$ cat src/rtl/instr_prefetch.sv
// rtl/instr_prefetch.sv - instruction byte prefetch queue between program ROM and decoder
module instr_prefetch #(
    parameter int          DEPTH    = 4,
    parameter logic [15:0] RESET_PC = 16'h0000
) (
    input  logic                     clk,
    input  logic                     rst_n,
    output logic [15:0]              rom_addr,
    input  logic [7:0]               rom_data,
    input  logic                     fetch_en,
    input  logic                     redirect_valid,
    input  logic [15:0]              redirect_addr,
    output logic                     out_valid,
    output logic [7:0]               out_data,
    output logic [15:0]              out_addr,
    input  logic                     out_ready,
    output logic [$clog2(DEPTH):0]   count
);

    localparam int PTR_W = $clog2(DEPTH);
    localparam int CNT_W = PTR_W + 1;
    localparam logic [CNT_W-1:0] DEPTH_C = CNT_W'(DEPTH);

    typedef enum logic [1:0] {
        IDLE  = 2'd0,
        FETCH = 2'd1,
        FULL  = 2'd2
    } state_t;

    state_t             state;
    logic [15:0]        fetch_pc_q, fetch_pc_d;
    logic [PTR_W-1:0]   wr_ptr_q, wr_ptr_d;
    logic [PTR_W-1:0]   rd_ptr_q, rd_ptr_d;
    logic [CNT_W-1:0]   count_q, count_d;
    logic [7:0]         data_q [DEPTH];
    logic [7:0]         data_d [DEPTH];
    logic [15:0]        addr_q [DEPTH];
    logic [15:0]        addr_d [DEPTH];
    logic               push;
    logic               pop;

    // Operating state is a pure decode of fetch_en and occupancy; no extra history is needed.
    always_comb begin
        state = FETCH;
        if (!fetch_en) begin
            state = IDLE;
        end else if (count_q == DEPTH_C) begin
            state = FULL;
        end
    end

    // Queue and fetch-pointer update: redirect flushes and overrides both push and pop.
    always_comb begin
        fetch_pc_d = fetch_pc_q;
        wr_ptr_d   = wr_ptr_q;
        rd_ptr_d   = rd_ptr_q;
        count_d    = count_q;
        data_d     = data_q;
        addr_d     = addr_q;

        pop  = (count_q != '0) && out_ready && !redirect_valid;
        // A full queue can still accept a byte when the head leaves in the same cycle.
        push = (state != IDLE) && !redirect_valid && ((state != FULL) || pop);

        if (redirect_valid) begin
            fetch_pc_d = redirect_addr;
            wr_ptr_d   = '0;
            rd_ptr_d   = '0;
            count_d    = '0;
        end else begin
            if (push) begin
                data_d[wr_ptr_q] = rom_data;
                addr_d[wr_ptr_q] = fetch_pc_q;
                wr_ptr_d         = wr_ptr_q + 1'b1;
                fetch_pc_d       = fetch_pc_q + 16'd1;
            end
            if (pop) begin
                rd_ptr_d = rd_ptr_q + 1'b1;
            end
            case ({push, pop})
                2'b10:   count_d = count_q + 1'b1;
                2'b01:   count_d = count_q - 1'b1;
                default: count_d = count_q;
            endcase
        end
    end

    // State registers; storage is cleared on reset so the head reads as zero.
    always_ff @(posedge clk or negedge rst_n) begin
        if (!rst_n) begin
            fetch_pc_q <= RESET_PC;
            wr_ptr_q   <= '0;
            rd_ptr_q   <= '0;
            count_q    <= '0;
            for (int i = 0; i < DEPTH; i++) begin
                data_q[i] <= 8'h00;
                addr_q[i] <= 16'h0000;
            end
        end else begin
            fetch_pc_q <= fetch_pc_d;
            wr_ptr_q   <= wr_ptr_d;
            rd_ptr_q   <= rd_ptr_d;
            count_q    <= count_d;
            data_q     <= data_d;
            addr_q     <= addr_d;
        end
    end

    assign rom_addr  = fetch_pc_q;
    assign count     = count_q;
    assign out_valid = (count_q != '0);
    assign out_data  = data_q[rd_ptr_q];
    assign out_addr  = addr_q[rd_ptr_q];

endmodule

$ cat config.mk
export PLATFORM = sky130hd
export DESIGN_NAME = instr_prefetch
export DESIGN_NICKNAME = d
export VERILOG_FILES = /design/src/rtl/instr_prefetch.sv
export SDC_FILE = /design/constraint.sdc
export NUM_CORES = 1
export LEC_CHECK = 0
export ABC_AREA = 1
export CAP_MARGIN = 25
export CORE_ASPECT_RATIO = 0.9
export CORE_UTILIZATION = 50
export DETAILED_ROUTE_END_ITERATION = 8
export PLACE_DENSITY_LB_ADDON = 0.1
export REMOVE_ABC_BUFFERS = 1
export SLEW_MARGIN = 20
export SYNTH_ARGS = -nofsm -noshare
export SYNTH_HDL_FRONTEND = slang
export SYNTH_SLANG_ARGS = --single-unit
$ cat constraint.sdc
create_clock -name clk -period 3.33 [get_ports clk]
set_input_delay 0.4995 -clock clk [delete_from_list [all_inputs] [get_ports clk]]
set_output_delay 0.4995 -clock clk [all_outputs]
set_load 0.01 [all_outputs]
==> flow_summary.toml <==
[outcome]
status = "completed"

[final_layout]
layout_common_cells = "nand2_1 (173), o21ai_0 (147), dfrtp_1 (119)"
nets = 778
drive_above_1_share_pct = 8.60
fin_util_pct = 64.5
final_common_cell = "nand2_1"
final_cell_area_um2 = 7090
diodes = 0
area_growth_pct = 24.2

[timing]
final-hold-violation-count = 0
max_freq_mhz = 352
drv_slew = 0
period_needed_ns = 2.84
slew_headroom_pct = 55.2
tns_ns = 0
post-route-worst-setup-slack_ns = 0.486
finalSetupViolCount = 0
tightest_slew_ns = 0.672
layout_worst_path_cycle_share_pct = 85.4
fin_skew_ns = 0.00638
rsz0062_at_grt = "false"
hold-worst-slack_ns = 0.121

[drt]
drtIter0Drc = 326
drt-vias-per-instance = 5.42
drc = 0
wl_per_cell_um = 15.9
dr_wl_met2_um = 6820
first_pass_iters = 5
antenna_left = 0
wirelength_um = 14500
wl_met3_um = 574
vias = 4917
met1Wirelength_um = 6730
dr.max_layer_used = "met4"

[grt]
grt_max_degree = 70
gr-total-overflow = 0
grt_antenna_before_repair = 0
grt.total_usage_pct = 27.3
grt_pass1_wl_um = 24500
grt_pass1_vias = 4967

[clock_tree]
cts_max_path_buffers = 2
cts_tree = "built"
clock-root-buffer = "clkbuf_16"
post_cts_buffers = 0
postCtsHoldBufs = 0
ctsResizeCount = 0
cts_sinks = 119
insertion_delay_ns = 0.41
cts.clk_slew.worst_paths_ns = 0.05
htreeDepth = 4
numCtsBuffers = 17

[placed_design]
post-dp-hpwl_um = 9220
pre_cts_slack_ns = 0.925
gp_congestion = 0.828
placedInstanceArea_um2 = 6450
portBuffers = 72

[floorplan]
die_x_um = 115
num_rows = 36
die_area_um2 = 11900
core_um2 = 11000
ios = 73
dieHeight_um = 103
start_util_pct = 52.0

[synth]
syn-instance-count = 679
synth_seq_cells = 119
synth_cell_type_count = 31
netlist_area_um2 = 5710
ys_warn_count = 0
synthTopCellsByArea = "dfrtp_1 (52%), o21ai_0 (13%), nand2_1 (11%)"
synth_top_area_share_pct = 52.1
avgSynthCellArea_um2 = 8.41
synth_top_area_cell = "dfrtp_1"
synth_seq_area_share_pct = 52.1

[setup_path]
required_ns = 2.83
startpoint_type = "flop"
crit_buf_inv = 3
worstPathCellList = "inv_1 -> buf_4 -> o21ai_0 -> o22ai_1 -> clkdlybuf4s50_1"
max_stage_delay_ns = 0.57
path_delay_family = "buffers and inverters"
worstSetupEndpointType = "output pin"
slowest_stage = "clkdlybuf4s50_1"
criticalPathCategory = "flop to output pin"
arrival_ns = 2.34
critPathMaxFanout = 15

[pwr]
p_leak_nw = 3.30
ir_drop_mv = 0.397
p_per_area_nw_per_um2 = 844

[job]
maxCapViolCount = 0

[min_path]
hold_class = "input pin to asynchronous set/reset pin"
## state kept, by name, summed over array words and instances, names as in the netlist
signal	flops
addr_q	64
data_q	32
rom_addr	16
count	3
rd_ptr_q	2
wr_ptr_q	2
## final cells by class
class	count	area (um2)
Timing Repair Buffer	85	828
Inverter	40	150
Clock buffer	25	526
Tap cell	152	190
Clock inverter	7	113
Sequential cell	119	2980
Multi-Input combinational cell	480	2310
Fill cell	966	3900
## worst register-to-register path: stages, from the launching register on
cell	delay, ns
dfrtp_1	0.43
nor2_1	0.21
a21boi_0	0.17
nand3_1	0.13
inv_1	0.06
fa_1	0.37
xnor2_1	0.22
inv_1	0.06
nand2_1	0.06
nand2_1	0.05
nand2_1	0.06
nand2_1	0.05
## report_power, final
group / total, W / switching [W] / internal [W] / leakage, nW
Combinational: 0.00183 / 0.000976 / 0.000855 / 1.45
Clock: 0.00194 / 0.000623 / 0.00131 / 0.315
Sequential: 0.00222 / 0.000292 / 0.00193 / 1.53
## path summary, 6_finish.rpt
check                       startpoint      endpoint  slack [ns]  cells past startpoint
max                        rd_ptr_q[1]   out_addr[0]        0.49                      5
min                              rst_n    data_q[29]        0.12                      1
max reg2reg                   count[0]      count[2]        1.35                     11
min reg2reg                 addr_q[31]    addr_q[31]        0.48                      2
max in group asynchronous        rst_n  rom_addr[15]        2.40                      2
min in group clk            addr_q[31]    addr_q[31]        0.48                      2
## layer usage
layer	vias up	track usage [%]
met5	-	0
met4	0	12.6
met3	27	5.30
met2	131	44.8
met1	2384	35.4
li1	2375	-
## cells by family (layout without fill, tap and decap cells)
| logic type | Yosys count | count (layout) | synth area share [%] |
|---|---|---|---|
| AO/OA/AOI/OAI | 195 | 195 | 18.7 |
| XOR/XNOR | 4 | 4 | 0.613 |
| adder cells (fa/ha/maj) | 6 | 6 | 1.45 |
| buffers and inverters | 80 | 157 | 7.47 |
| flip-flops | 119 | 119 | 52.1 |
| AND/OR/NAND/NOR | 275 | 275 | 19.6 |
## cell usage after synthesis
master	n
o22ai_1	24
xnor2_1	2
nand4_1	4
a31oi_1	1
nand2_2	1
nand2_4	4
o211ai_1	6
a21oi_1	3
clkbuf_1	24
a21boi_0	1
ha_1	5
buf_2	2
buf_1	1
nor3_1	4
inv_1	39
nor2_4	1
fa_1	1
buf_6	4
buf_8	3
o21ai_0	147
o21ai_1	1
nand3_1	24
buf_4	3
nor2_1	63
o21ai_2	12
nor2_2	1
xor2_1	2
inv_2	1
nand2_1	173
buf_12	3
dfrtp_1	119
## through the flow
stage,total power (W),instances
after floorplan,0.00317,639
after global placement,0.00400,876
after detailed placement,0.00406,876
after CTS,0.00602,908
after global routing,0.00637,908
final,0.00599,908
Note: power is estimated with default switching activity, not from simulation.
